$ cat config.mk
export PLATFORM = sky130hd
export DESIGN_NAME = spi_flash_sched_flat
export DESIGN_NICKNAME = d
export VERILOG_FILES = /design/src/rtl/spi_flash_sched_if.sv /design/src/rtl/spi_flash_sched.sv /design/src/flat_wrapper.sv
export SDC_FILE = /design/constraint.sdc
export NUM_CORES = 1
export LEC_CHECK = 0
export BUFFER_PORTS_ARGS = -buffer_cell sky130_fd_sc_hd__buf_4
export CAP_MARGIN = 20
export CORE_MARGIN = 2
export CORE_UTILIZATION = 45
export DETAILED_ROUTE_END_ITERATION = 12
export GPL_ROUTABILITY_DRIVEN = 0
export PLACE_DENSITY = 0.74
export SYNTH_ARGS = -nofsm -noshare
export SYNTH_HDL_FRONTEND = slang
export SYNTH_SLANG_ARGS = --single-unit
$ cat constraint.sdc
create_clock -name clk -period 7.1 [get_ports clk]
set_input_delay 1.42 -clock clk [delete_from_list [all_inputs] [get_ports clk]]
set_output_delay 1.42 -clock clk [all_outputs]
set_load 0.1 [all_outputs]
$ cat src/rtl/spi_flash_sched_if.sv
// spi_flash_sched_if
//   Bundles the two requester ports and the SPI master engine port of the
//   flash scheduler.
//   master modport : the scheduler side (accepts requests, drives the engine)
//   slave  modport : the environment side (requesters + SPI master engine)
//
//   Handshakes:
//     reqN is a level held high until ackN; ackN is a one-cycle pulse and
//     errN/rdataN are valid in that same cycle (rdataN holds afterwards).
//     m_enable is a level held for the whole engine transaction; m_done is a
//     one-cycle pulse from the engine with m_rdata valid in that cycle.
interface spi_flash_sched_if;
    logic        req0, req1;
    logic [7:0]  cmd0, cmd1;
    logic [23:0] addr0, addr1;
    logic [31:0] wdata0, wdata1;
    logic        ack0, ack1;
    logic        err0, err1;
    logic [31:0] rdata0, rdata1;
    logic        m_enable;
    logic [7:0]  m_commands;
    logic [23:0] m_address;
    logic [31:0] m_data_out;
    logic        m_done;
    logic [31:0] m_rdata;

    modport master (
        input  req0, req1, cmd0, cmd1, addr0, addr1, wdata0, wdata1,
        input  m_done, m_rdata,
        output ack0, ack1, err0, err1, rdata0, rdata1,
        output m_enable, m_commands, m_address, m_data_out
    );

    modport slave (
        output req0, req1, cmd0, cmd1, addr0, addr1, wdata0, wdata1,
        output m_done, m_rdata,
        input  ack0, ack1, err0, err1, rdata0, rdata1,
        input  m_enable, m_commands, m_address, m_data_out
    );
endinterface

$ cat src/rtl/spi_flash_sched.sv
// spi_flash_sched
//   Round-robin scheduler for two flash requesters (0 = boot/read path,
//   1 = config/write path) in front of a single SPI master engine.
//   A write-enable transaction is inserted ahead of every program command,
//   a minimum m_enable-low gap is kept between engine transactions, and each
//   engine transaction is aborted if m_done does not arrive within TIMEOUT.
// Ports:
//   clk, rst   : clock, asynchronous active-high reset
//   bus        : requester + engine signals (spi_flash_sched_if.master)
//   state_dbg  : current FSM state, for observation only
module spi_flash_sched #(
    parameter logic [7:0] WREN_CMD   = 8'h06,
    parameter logic [7:0] PROG_CMD   = 8'h02,
    parameter int         GAP_CYCLES = 4,
    parameter int         TIMEOUT    = 4096
) (
    input  logic                      clk,
    input  logic                      rst,
    spi_flash_sched_if.master         bus,
    output logic [2:0]                state_dbg
);
    localparam logic [2:0] ST_IDLE     = 3'd0;
    localparam logic [2:0] ST_WREN_RUN = 3'd1;
    localparam logic [2:0] ST_GAP      = 3'd2;
    localparam logic [2:0] ST_XFER_RUN = 3'd3;
    localparam logic [2:0] ST_RESP     = 3'd4;

    localparam logic [3:0]  GAP_LOAD = 4'(GAP_CYCLES);
    localparam logic [15:0] TMO_LAST = 16'(TIMEOUT - 1);

    logic [2:0]  state;
    logic        rr_last;
    logic [3:0]  gap_cnt;
    logic [15:0] tmo_cnt;
    logic        lat_id;
    logic [7:0]  lat_cmd;
    logic [23:0] lat_addr;
    logic [31:0] lat_wdata;

    logic        grant_id;
    logic [7:0]  win_cmd;
    logic [23:0] win_addr;
    logic [31:0] win_wdata;
    logic        tmo_hit;

    assign state_dbg = state;
    // tmo_cnt counts completed high cycles; this is the last high cycle allowed.
    assign tmo_hit = (tmo_cnt == TMO_LAST);

    // With both requesting, the one that was not served last wins.
    always_comb begin
        grant_id  = (bus.req0 && bus.req1) ? ~rr_last : bus.req1;
        win_cmd   = grant_id ? bus.cmd1   : bus.cmd0;
        win_addr  = grant_id ? bus.addr1  : bus.addr0;
        win_wdata = grant_id ? bus.wdata1 : bus.wdata0;
    end

    always_ff @(posedge clk or posedge rst) begin
        if (rst) begin
            state          <= ST_IDLE;
            rr_last        <= 1'b1;
            gap_cnt        <= 4'd0;
            tmo_cnt        <= 16'd0;
            lat_id         <= 1'b0;
            lat_cmd        <= 8'd0;
            lat_addr       <= 24'd0;
            lat_wdata      <= 32'd0;
            bus.ack0       <= 1'b0;
            bus.ack1       <= 1'b0;
            bus.err0       <= 1'b0;
            bus.err1       <= 1'b0;
            bus.rdata0     <= 32'd0;
            bus.rdata1     <= 32'd0;
            bus.m_enable   <= 1'b0;
            bus.m_commands <= 8'd0;
            bus.m_address  <= 24'd0;
            bus.m_data_out <= 32'd0;
        end else begin
            bus.ack0 <= 1'b0;
            bus.ack1 <= 1'b0;
            bus.err0 <= 1'b0;
            bus.err1 <= 1'b0;
            case (state)
                ST_IDLE: begin
                    if (gap_cnt != 4'd0) begin
                        gap_cnt <= gap_cnt - 4'd1;
                    end else if (bus.req0 || bus.req1) begin
                        lat_id       <= grant_id;
                        lat_cmd      <= win_cmd;
                        lat_addr     <= win_addr;
                        lat_wdata    <= win_wdata;
                        tmo_cnt      <= 16'd0;
                        bus.m_enable <= 1'b1;
                        if (win_cmd == PROG_CMD) begin
                            state          <= ST_WREN_RUN;
                            bus.m_commands <= WREN_CMD;
                            bus.m_address  <= 24'd0;
                            bus.m_data_out <= 32'd0;
                        end else begin
                            state          <= ST_XFER_RUN;
                            bus.m_commands <= win_cmd;
                            bus.m_address  <= win_addr;
                            bus.m_data_out <= win_wdata;
                        end
                    end
                end
                ST_WREN_RUN: begin
                    if (bus.m_done) begin
                        bus.m_enable <= 1'b0;
                        gap_cnt      <= GAP_LOAD;
                        state        <= ST_GAP;
                    end else if (tmo_hit) begin
                        // Aborted write-enable: the program transfer is skipped.
                        bus.m_enable <= 1'b0;
                        bus.ack0     <= ~lat_id;
                        bus.ack1     <= lat_id;
                        bus.err0     <= ~lat_id;
                        bus.err1     <= lat_id;
                        state        <= ST_RESP;
                    end else begin
                        tmo_cnt <= tmo_cnt + 16'd1;
                    end
                end
                ST_GAP: begin
                    // Entered with GAP_CYCLES loaded; leaving on the count of 1
                    // keeps m_enable low for exactly GAP_CYCLES cycles.
                    if (gap_cnt <= 4'd1) begin
                        gap_cnt        <= 4'd0;
                        tmo_cnt        <= 16'd0;
                        bus.m_enable   <= 1'b1;
                        bus.m_commands <= lat_cmd;
                        bus.m_address  <= lat_addr;
                        bus.m_data_out <= lat_wdata;
                        state          <= ST_XFER_RUN;
                    end else begin
                        gap_cnt <= gap_cnt - 4'd1;
                    end
                end
                ST_XFER_RUN: begin
                    if (bus.m_done) begin
                        bus.m_enable <= 1'b0;
                        bus.ack0     <= ~lat_id;
                        bus.ack1     <= lat_id;
                        if (lat_id) bus.rdata1 <= bus.m_rdata;
                        else        bus.rdata0 <= bus.m_rdata;
                        state        <= ST_RESP;
                    end else if (tmo_hit) begin
                        bus.m_enable <= 1'b0;
                        bus.ack0     <= ~lat_id;
                        bus.ack1     <= lat_id;
                        bus.err0     <= ~lat_id;
                        bus.err1     <= lat_id;
                        state        <= ST_RESP;
                    end else begin
                        tmo_cnt <= tmo_cnt + 16'd1;
                    end
                end
                ST_RESP: begin
                    // ackN is high during this cycle (set on entry).
                    rr_last <= lat_id;
                    gap_cnt <= GAP_LOAD;
                    state   <= ST_IDLE;
                end
                default: begin
                    bus.m_enable <= 1'b0;
                    state        <= ST_IDLE;
                end
            endcase
        end
    end
endmodule

$ cat src/flat_wrapper.sv
// flat-port wrapper written by rule: the top's interface ports become plain ports
module spi_flash_sched_flat 
#(
    parameter logic [7:0] WREN_CMD   = 8'h06,
    parameter logic [7:0] PROG_CMD   = 8'h02,
    parameter int         GAP_CYCLES = 4,
    parameter int         TIMEOUT    = 4096
)
  (clk, rst, state_dbg, bus_req0, bus_req1, bus_cmd0, bus_cmd1, bus_addr0, bus_addr1, bus_wdata0, bus_wdata1, bus_m_done, bus_m_rdata, bus_ack0, bus_ack1, bus_err0, bus_err1, bus_rdata0, bus_rdata1, bus_m_enable, bus_m_commands, bus_m_address, bus_m_data_out);
  spi_flash_sched_if bus_i ();
  input  logic clk;
  input  logic rst;
  output logic [2:0] state_dbg;
  input wire logic [$bits(bus_i.req0)-1:0] bus_req0;
  input wire logic [$bits(bus_i.req1)-1:0] bus_req1;
  input wire logic [$bits(bus_i.cmd0)-1:0] bus_cmd0;
  input wire logic [$bits(bus_i.cmd1)-1:0] bus_cmd1;
  input wire logic [$bits(bus_i.addr0)-1:0] bus_addr0;
  input wire logic [$bits(bus_i.addr1)-1:0] bus_addr1;
  input wire logic [$bits(bus_i.wdata0)-1:0] bus_wdata0;
  input wire logic [$bits(bus_i.wdata1)-1:0] bus_wdata1;
  input wire logic [$bits(bus_i.m_done)-1:0] bus_m_done;
  input wire logic [$bits(bus_i.m_rdata)-1:0] bus_m_rdata;
  output wire logic [$bits(bus_i.ack0)-1:0] bus_ack0;
  output wire logic [$bits(bus_i.ack1)-1:0] bus_ack1;
  output wire logic [$bits(bus_i.err0)-1:0] bus_err0;
  output wire logic [$bits(bus_i.err1)-1:0] bus_err1;
  output wire logic [$bits(bus_i.rdata0)-1:0] bus_rdata0;
  output wire logic [$bits(bus_i.rdata1)-1:0] bus_rdata1;
  output wire logic [$bits(bus_i.m_enable)-1:0] bus_m_enable;
  output wire logic [$bits(bus_i.m_commands)-1:0] bus_m_commands;
  output wire logic [$bits(bus_i.m_address)-1:0] bus_m_address;
  output wire logic [$bits(bus_i.m_data_out)-1:0] bus_m_data_out;
  assign bus_i.req0 = bus_req0;
  assign bus_i.req1 = bus_req1;
  assign bus_i.cmd0 = bus_cmd0;
  assign bus_i.cmd1 = bus_cmd1;
  assign bus_i.addr0 = bus_addr0;
  assign bus_i.addr1 = bus_addr1;
  assign bus_i.wdata0 = bus_wdata0;
  assign bus_i.wdata1 = bus_wdata1;
  assign bus_i.m_done = bus_m_done;
  assign bus_i.m_rdata = bus_m_rdata;
  assign bus_ack0 = bus_i.ack0;
  assign bus_ack1 = bus_i.ack1;
  assign bus_err0 = bus_i.err0;
  assign bus_err1 = bus_i.err1;
  assign bus_rdata0 = bus_i.rdata0;
  assign bus_rdata1 = bus_i.rdata1;
  assign bus_m_enable = bus_i.m_enable;
  assign bus_m_commands = bus_i.m_commands;
  assign bus_m_address = bus_i.m_address;
  assign bus_m_data_out = bus_i.m_data_out;
  spi_flash_sched #(.WREN_CMD(WREN_CMD), .PROG_CMD(PROG_CMD), .GAP_CYCLES(GAP_CYCLES), .TIMEOUT(TIMEOUT)) u_core (.clk(clk), .rst(rst), .bus(bus_i), .state_dbg(state_dbg));
endmodule
# After elaboration in Yosys (flattened, before gate mapping)
# Index checks and enable logic that the tools add are counted.
[op_classes] order_cmp=1 bitwise=4 reduce_logical=16 addsub=2 eq_ne=14 muxes=53
[ops] operator="32-bit two-way mux" n=5
[ops] operator="24-bit two-way mux" n=5
[ops] operator="16-bit two-way mux" n=5
[ops] operator="32-bit one-hot mux with 2 select lines" n=1
[ops] operator="16-bit one-hot mux with 3 select lines" n=1
[ops] operator="24-bit one-hot mux with 2 select lines" n=1
[ops] operator="8-bit two-way mux" n=5
[ops] operator="3-bit two-way mux" n=6
[ops] operator="16-bit by 1-bit adder with 16-bit output (second input constant)" n=1
[ops] operator="16-bit by 12-bit equality test with 1-bit output (second input constant)" n=1
[ops] operator="4-bit one-hot mux with 4 select lines" n=1
[ops] operator="8-bit one-hot mux with 2 select lines" n=1
[ops] operator="3-bit AND reduction" n=5
[ops] operator="1-bit two-way mux" n=14
[ops] operator="4-bit two-way mux" n=3
[ops] operator="3-bit one-hot mux with 4 select lines" n=1
[ops] operator="8-bit by 2-bit equality test with 1-bit output (second input constant)" n=1
[ops] operator="2-bit inequality test (second input constant)" n=4
[ops] operator="4-bit nonzero test" n=2
[ops] operator="3-bit by 2-bit equality test with 1-bit output (second input constant)" n=2
[ops] operator="2-bit by 1-bit inequality test with 1-bit output (second input constant)" n=3
[ops] operator="6-bit AND reduction" n=1
[ops] operator="5-bit AND reduction" n=1
[ops] operator="4-bit by 1-bit <= comparator with 1-bit output (second input constant)" n=1
[ops] operator="other kinds (15)" n=19
[word_totals] in_bits=165 out_inout_bits=136 regBits=222

# Depth between registers and ports, before layout
# Gate-level depths: netlist of the first run.
[logic_depth] ltp_word=8 depth_mapped=9 ltp_nobuf=7

# Least setup slack after synthesis of the first run
# No wires, ideal clock.
[synth_path] kind="input port to flip-flop" start="in bus_cmd0[0]" end="reg u_core.bus.m_address[0]" cell_stages=6 t_arrival_ns=3.038 setup_time_ns=0.124 path_slack_ns=3.938 required_time_ns=6.976 path_cell_list="or4b_2 nor3_1 nor3_2 clkbuf_1 a221oi_2 nor2_1"
[synth_via] elab_chain_cells=6
[synth_lines] element="from (decl)" line="flat_wrapper.sv:16" text="input wire logic [$bits(bus_i.cmd0)-1:0] bus_cmd0;"
[synth_lines] element="8-bit two-way mux" line="spi_flash_sched.sv:53" text="win_cmd = grant_id ? bus.cmd1 : bus.cmd0;"
[synth_lines] element="8-bit by 2-bit equality test with 1-bit output" line="spi_flash_sched.sv:94" text="if (win_cmd == PROG_CMD) begin"
[synth_lines] element="24-bit two-way mux" line="spi_flash_sched.sv:94"
[synth_lines] element="24-bit two-way mux" line="spi_flash_sched.sv:87" text="end else if (bus.req0 || bus.req1) begin"
[synth_lines] element="24-bit two-way mux" line="spi_flash_sched.sv:85" text="if (gap_cnt != 4'd0) begin"
[synth_lines] element="24-bit one-hot mux with 2 select lines" line="spi_flash_sched.sv:83" text="case (state)"
[synth_lines] element="to (signal assigned)" line="spi_flash_sched.sv:102" text="bus.m_address <= win_addr;"
[synth_lines] element="to (signal assigned)" line="spi_flash_sched.sv:132" text="bus.m_address <= lat_addr;"
[synth_lines] element="to (decl)" line="spi_flash_sched_if.sv:31" text="output m_enable, m_commands, m_address, m_data_out"
# Every way passes these cells. The select of a mux whose other input is x is not followed.
# A chain may end at the register's enable or synchronous reset.

# Final worst setup path of the first run
[layout_path] start="in bus_req0" end="reg u_core.bus.m_data_out[12]"
[layout_via] elab_chain_cells=8
[layout_lines] element="from (decl)" line="flat_wrapper.sv:14" text="input wire logic [$bits(bus_i.req0)-1:0] bus_req0;"
[layout_lines] element="1-bit logical AND" line="spi_flash_sched.sv:52" text="grant_id = (bus.req0 && bus.req1) ? ~rr_last : bus.req1;"
[layout_lines] element="1-bit two-way mux" line="spi_flash_sched.sv:52"
[layout_lines] element="8-bit two-way mux" line="spi_flash_sched.sv:53"
[layout_lines] element="8-bit by 2-bit equality test with 1-bit output" line="spi_flash_sched.sv:94"
[layout_lines] element="32-bit two-way mux" line="spi_flash_sched.sv:94"
[layout_lines] element="32-bit two-way mux" line="spi_flash_sched.sv:87"
[layout_lines] element="32-bit two-way mux" line="spi_flash_sched.sv:85"
[layout_lines] element="32-bit one-hot mux with 2 select lines" line="spi_flash_sched.sv:83"
[layout_lines] element="to (signal assigned)" line="spi_flash_sched.sv:103" text="bus.m_data_out <= win_wdata;"
[layout_lines] element="to (signal assigned)" line="spi_flash_sched.sv:133" text="bus.m_data_out <= lat_wdata;"
[layout_lines] element="to (decl)" line="spi_flash_sched_if.sv:31"
# Several ways; a longest one is shown, not always the timed one. The select of a mux whose other input is x is not followed.

==> results of run 1 <==
==> registers in the layout, indices dropped and copies added (netlist names) <==
register,flops
u_core.bus.err0,1
u_core.bus.m_commands,8
u_core.bus.m_enable,1
u_core.bus.m_address,24
u_core.lat_cmd,8
u_core.lat_id,1
u_core.bus.rdata1,32
u_core.tmo_cnt,16
u_core.lat_addr,24
u_core.rr_last,1
u_core.lat_wdata,32
u_core.bus.m_data_out,32
u_core.bus.ack1,1
u_core.gap_cnt,4
u_core.bus.err1,1
u_core.state_dbg,3
u_core.bus.ack0,1
u_core.bus.rdata0,32
==> cell type report <==
class | count | area (µm²)
Clock buffer | 33 | 675.6
Clock inverter | 9 | 98.84
Fill cell | 1783 | 8561
Inverter | 5 | 22.52
Multi-Input combinational cell | 554 | 4327
Sequential cell | 222 | 5557
Tap cell | 280 | 350.3
Timing Repair Buffer | 311 | 2367
==> synth_stat cells, types with 6 or more instances <==
cell      instances  area (µm²)
dfrtp_1         221        5530
mux2_2          151        1700
nor2_1          135       506.7
nand2_1          44       165.2
a221oi_2         43       645.6
clkbuf_1         35       131.4
o21ai_0          33       165.2
mux2i_1          26       260.3
a21oi_1          23       115.1
buf_2            14       70.07
a22oi_1          13       97.59
nor3_1           10       50.05
nand3_1           6       30.03
nand4_1           6       37.54
==> worst max-delay path by stage <==
stage              from                        end  slack (ns)  cells after the start
2_1_floorplan       rst            u_core.bus.ack0        2.78                      1
3_3_place_gp   bus_req1   u_core.bus.m_data_out[2]        3.04                      7
3_5_place_dp   bus_req0   u_core.bus.m_address[23]        2.96                      7
4_1_cts        bus_req0   u_core.bus.m_commands[1]        3.46                      7
5_1_grt        bus_req1   u_core.bus.m_data_out[6]        3.49                      8
6_report       bus_req0  u_core.bus.m_data_out[12]        3.74                      8
==> layer usage <==
| metal | global-route usage, % | part of all wire, % | vias to the layer above |
|---|---|---|---|
| li1 | - | - | 3565 |
| met1 | 25.65 | 40 | 3732 |
| met2 | 36.88 | 50 | 255 |
| met3 | 6.708 | 8.7 | 35 |
| met4 | 5.073 | 1.7 | 0 |
| met5 | 0 | 0 | - |
==> logic make-up (layout without fill, tap and decap cells) <==
group / after synthesis / in the layout
AO/OA/AOI/OAI: 126 / 126
XOR/XNOR: 9 / 9
adder cells (fa/ha/maj): 3 / 3
buffers and inverters: 63 / 358
flip-flops: 222 / 222
multiplexers: 177 / 177
AND/OR/NAND/NOR: 239 / 239
==> worst register-to-register path: cells and delay by family (launching register included) <==
kind / cells / cell delay, ns
buffers and inverters: 2 / 1.10
and+or+nand+nor: 4 / 1.09
DFF: 1 / 0.53
AOI/OAI and AO/OA: 1 / 0.37
==> per-stage QoR <==
stage | hold slack (ns) | instance area (µm²) | instances | util, %
floorplan | 0.4447 | 10140 | 839 | -
CTS | 0.4796 | 13370 | 1413 | 60.89
global route | 0.4997 | 13400 | 1414 | 61.01
finish | 0.4774 | 13400 | 1414 | 61.01
global placement | 0.4593 | 12600 | 1371 | 57.36
detailed placement | 0.4680 | 12600 | 1371 | 57.36
==> qor.yml, run 1 <==
run_status:
  outcome: "complete, no violations"
synthesis:
  synth_cell_types: 50
  post_synth.cell_area_avg_um2: 12.09
  syn_area_um2: 10140
  synth-seq-area-share_pct: 54.80
  syn_nets: 1007
  synthSimpleGateAreaFrac_pct: 10.51
  yosys.area_share.adder_pct: 0.3702
  ys_seq_elements: 222
  muxShareOfSynthArea_pct: 19.34
  synth-async-reset-ratio_pct: 100.0
  ys.warnings.count: 0
  synth_top_family_by_area: "multiplexers"
  synth_compound_area_share_pct: 11.29
  synth-xor-area-share_pct: 0.7774
  synth_edf_count: 0
  synthFlopType: "dfrtp_1"
  synthCells: 839
route:
  via_count: 7587
  via_per_inst: 5.366
  ant_nets: 0
  drt_iter0_drc: 340
  drcViolationCount: 0
  routedWlPerCell_um: 17.86
  wirelength_mm: 25.26
  dr.pass1.iters: 4
run:
  drv_cap: 0
timing:
  final-hold-violation-count: 0
  max_freq_ghz: 0.2979
  tightest_slew_ns: 1.063
  fin_tns_setup_ns: 0
  finalClockSkew_ns: 0.01090
  relSlewSlack_pct: 28.21
  min_period_ns: 3.356
  finalSetupViolations: 0
  worst_slack_ns: 3.744
  finalCritPeriodShare_pct: 47.27
  rsz0062_at_grt: "false"
  slew_violations: 0
worst_setup_path:
  path_cells: "buf_4, a21boi_4, buf_4, and3_1, nor3_4, buf_4, a221oi_2, nor2_1"
  arrival_ns: 3.75
  path_buf_inv: 3
  required_ns: 7.49
  rr_worst_depth: 7
  timing.rr.start: "u_core.state_dbg[2]"
  slowest_delay_ns: 0.78
  critPathMaxFanout: 66
  cpMostUsedCell: "buf_4"
  worstSetupPathType: "primary input to flop"
  rrSetupSlack_ns: 3.90
  end_kind: "flop"
  worstReg2RegEnd: "u_core.bus.m_data_out[12]"
  crit_family: "buffers and inverters"
  startpoint_type: "primary input"
  cp_slowest_cell: "buf_4"
floorplanning:
  die_h_um: 154.1
  die-area_um2: 23750
  start_util_pct: 46.18
  pin_count: 301
  core_um2: 21960
  rows: 54
  die_x_um: 154.1
cts:
  clock-root-buffer: "clkbuf_16"
  clock_latency_ns: 0.51
  path_clk_slew_ns: 0.06
  cts_made_buffers: 25
  cts-resized-gates: 0
  clock-sinks: 222
  clk_path_buf_depth: 3
  cts_tree: "yes"
  hold_buffers: 0
  htreeDepth: 1
  post_cts_buffers: 0
cells_and_area:
  num_antenna_cells: 0
  nets: 1287
  layout_common_cells: "buf_4, dfrtp_1, mux2_2, nor2_1"
  drive_gt1_share_pct: 48.68
  area_growth_pct: 32.13
  final_common_cell: "buf_4"
min_path:
  worstHoldPathCells: 2
  hold_class: "flop to flop"
  holdPathEnd: "u_core.lat_cmd[0]"
  min_from: "u_core.lat_cmd[0]"
grt:
  overflow: 0
  antenna_found_initial: 0
  grt_max_degree: 138
  grt_first_pass_wirelength_mm: 40.98
  grt_usage_pct: 21.17
  grt_pass1_vias: 7961
placement:
  dpl.hpwl_mm: 17.20
  port_buffers: 300
  dpl_worst_slack_ns: 2.962
Power of run 1 is left out: the tool's default activity adds up to more than one toggle a clock period on the data nets, which glitch-free logic cannot reach.
==> run 2: changes to the inputs <==
--- a/config.mk
+++ b/config.mk
@@ -5,13 +5,14 @@
 export SDC_FILE = /design/constraint.sdc
 export NUM_CORES = 1
 export LEC_CHECK = 0
+export ABC_AREA = 1
 export BUFFER_PORTS_ARGS = -buffer_cell sky130_fd_sc_hd__buf_4
 export CAP_MARGIN = 20
 export CORE_MARGIN = 2
 export CORE_UTILIZATION = 45
 export DETAILED_ROUTE_END_ITERATION = 12
 export GPL_ROUTABILITY_DRIVEN = 0
-export PLACE_DENSITY = 0.74
+export PLACE_DENSITY = 0.71
 export SYNTH_ARGS = -nofsm -noshare
 export SYNTH_HDL_FRONTEND = slang
 export SYNTH_SLANG_ARGS = --single-unit
==> constraint.sdc (replaced) <==
create_clock -name clk -period 3.5 [get_ports clk]
set_input_delay 0.7 -clock clk [delete_from_list [all_inputs] [get_ports clk]]
set_output_delay 0.7 -clock clk [all_outputs]
set_load 0.1 [all_outputs]
==> qor.yml, run 2 <==
run_status:
  outcome: "complete, no violations"
grt:
  grt_first_pass_wirelength_mm: 44.39  # +8.3%
  overflow: 0  # unchanged
  grt_usage_pct: 22.55  # +1.4 points
  antenna_found_initial: 1  # +1
  grt_pass1_vias: 8701  # +9.3%
  grt_max_degree: 127  # -8.0%
placement:
  port_buffers: 300  # unchanged
  dpl_worst_slack_ns: 0.7817  # -2.180 ns
  dpl.hpwl_mm: 19.07  # +11%
cts:
  clock-root-buffer: "clkbuf_16"
  htreeDepth: 1  # unchanged
  clock_latency_ns: 0.51  # about the same
  clock-sinks: 222  # unchanged
  cts_made_buffers: 23  # -8.0%
  path_clk_slew_ns: 0.06  # about the same
  hold_buffers: 0  # unchanged
  cts-resized-gates: 0  # unchanged
  post_cts_buffers: 0  # unchanged
  cts_tree: "yes"
  clk_path_buf_depth: 3  # unchanged
floorplanning:
  die_x_um: 154.9  # +0.51%
  rows: 55  # +1.9%
  core_um2: 22500  # +2.5%
  start_util_pct: 45.53  # -0.64 points
  die_h_um: 154.9  # +0.51%
  pin_count: 301  # unchanged
  die-area_um2: 23990  # +1.0%
worst_setup_path:
  cp_slowest_cell: "nand3_2"
  path_cells: "inv_1, nor3_1, nand3_2, buf_4, nand2_1, o21ai_0"
  worstSetupPathType: "flop to flop"
  slowest_delay_ns: 0.78  # about the same
  worstReg2RegEnd: "u_core.bus.rdata0[8]"
  arrival_ns: 2.83  # -0.92 ns
  crit_family: "simple AND/OR/NAND/NOR gates"
  startpoint_type: "flop"
  end_kind: "flop"
  critPathMaxFanout: 50  # -24%
  path_buf_inv: 2  # -1
  worst-path-stages: 6  # -2
  timing.rr.start: "u_core.state_dbg[1]"
  required_ns: 3.89  # -3.60 ns
  rr_worst_depth: 6  # -1
  rrSetupSlack_ns: 1.06  # -2.84 ns
route:
  routedWlPerCell_um: 15.56  # -13%
  wirelength_mm: 27.61  # +9.3%
  via_count: 8954  # +18%
  dr.pass1.iters: 6  # +2
  drt_iter0_drc: 548  # +61%
  via_per_inst: 5.047  # -5.9%
  drcViolationCount: 0  # unchanged
  ant_nets: 0  # unchanged
timing:
  worst_slack_ns: 1.059  # -2.684 ns
  finalSetupViolations: 0  # unchanged
  finalClockSkew_ns: 0.008632  # -0.002264 ns
  finalCritPeriodShare_pct: 69.73
  final-hold-violation-count: 0  # unchanged
  min_period_ns: 2.441
  relSlewSlack_pct: 39.68  # +11 points
  rsz0062_at_grt: "false"
  tightest_slew_ns: 0.9037  # -0.1596 ns
  slew_violations: 0  # unchanged
  max_freq_ghz: 0.4097
  fin_tns_setup_ns: 0  # unchanged
synthesis:
  ys_seq_elements: 222  # unchanged
  syn_nets: 1370  # +36%
  synth_top_area_share_pct: 53.97  # -0.57 points
  post_synth.cell_area_avg_um2: 8.524  # -29%
  synth-seq-area-share_pct: 54.23  # -0.57 points
  synthFlopType: "dfrtp_1"
  synth_edf_count: 0  # unchanged
  synth_area_leader_cell: "dfrtp_1"
  synth_common_cells: "nand2_1, dfrtp_1, nor2_1, o21ai_0, a21oi_1"
  synthCells: 1202  # +43%
  synthTopCellsByArea: "dfrtp_1, nand2_1, o21ai_0"
  syn_area_um2: 10250  # +1.0%
  ys.warnings.count: 0  # unchanged
  synth_cell_types: 32  # -36%
  yosysMostFrequentCell: "nand2_1"
  synth-async-reset-ratio_pct: 100.0  # unchanged
cells_and_area:
  nets: 1640  # +27%
  final_common_cell: "buf_4"
  area_growth_pct: 30.68
  layout_common_cells: "buf_4, nand2_1, dfrtp_1, nor2_1, o21ai_0"
  nFillCells: 1989  # +12%
  drive_gt1_share_pct: 24.87  # -24 points
min_path:
  hold_class: "primary input to async pin"
run:
  drv_cap: 0  # unchanged
## run 2: worst max path at each step
| stage | start | to |
|---|---|---|
| after global placement | bus_req0 | u_core.bus.m_address[11] |
| after floorplan | rst | u_core.bus.ack0 |
| after CTS | u_core.state_dbg[1] | u_core.bus.rdata0[8] |
| after global routing | u_core.state_dbg[1] | u_core.bus.rdata0[8] |
| after detailed placement | bus_req0 | u_core.bus.m_data_out[11] |
| final | u_core.state_dbg[1] | u_core.bus.rdata0[8] |
## run 2: cells by family after synthesis
group                      Yosys count  share of synthesized area (%)
xor gates and xnor gates            12                          1.026
DFF                                222                          54.23
adders and majority gates            3                         0.3664
muxes                               56                          5.471
buffers and inverters              141                          6.325
and+or+nand+nor                    486                          18.72
AOI/OAI and AO/OA                  282                          13.86
## run 2: cell type report
class | count | area [µm²] | share of cell area, %
flip-flops and latches | 222 | 5557 | 41.50
multi-input cells | 839 | 4066 | 30.37
repair buffers | 313 | 2400 | 17.92
clock buffers | 34 | 686.9 | 5.130
well taps | 285 | 356.6 | 2.663
inverters | 73 | 279.0 | 2.084
clock inverters | 7 | 41.29 | 0.3084
diodes | 1 | 2.502 | 0.01869
## run 2: metal layers
metal,global-route usage [%],routed length [µm]
met1,30.08,11730
met3,5.376,2211
met4,5.115,462
met5,0,13
met2,37.63,13190
## run 2: metrics by stage
step	hold WS, ns	area (µm²)	instances	util [%]
after floorplan	0.4533	10250	1202	-
after detailed placement	0.4734	12660	1732	56.25
after global routing	0.08582	13390	1773	59.49
after global placement	0.4659	12640	1731	56.16
after CTS	0.08144	13390	1773	59.49
final	0.09048	13390	1774	59.50
Power of run 2 is left out for the same reason.
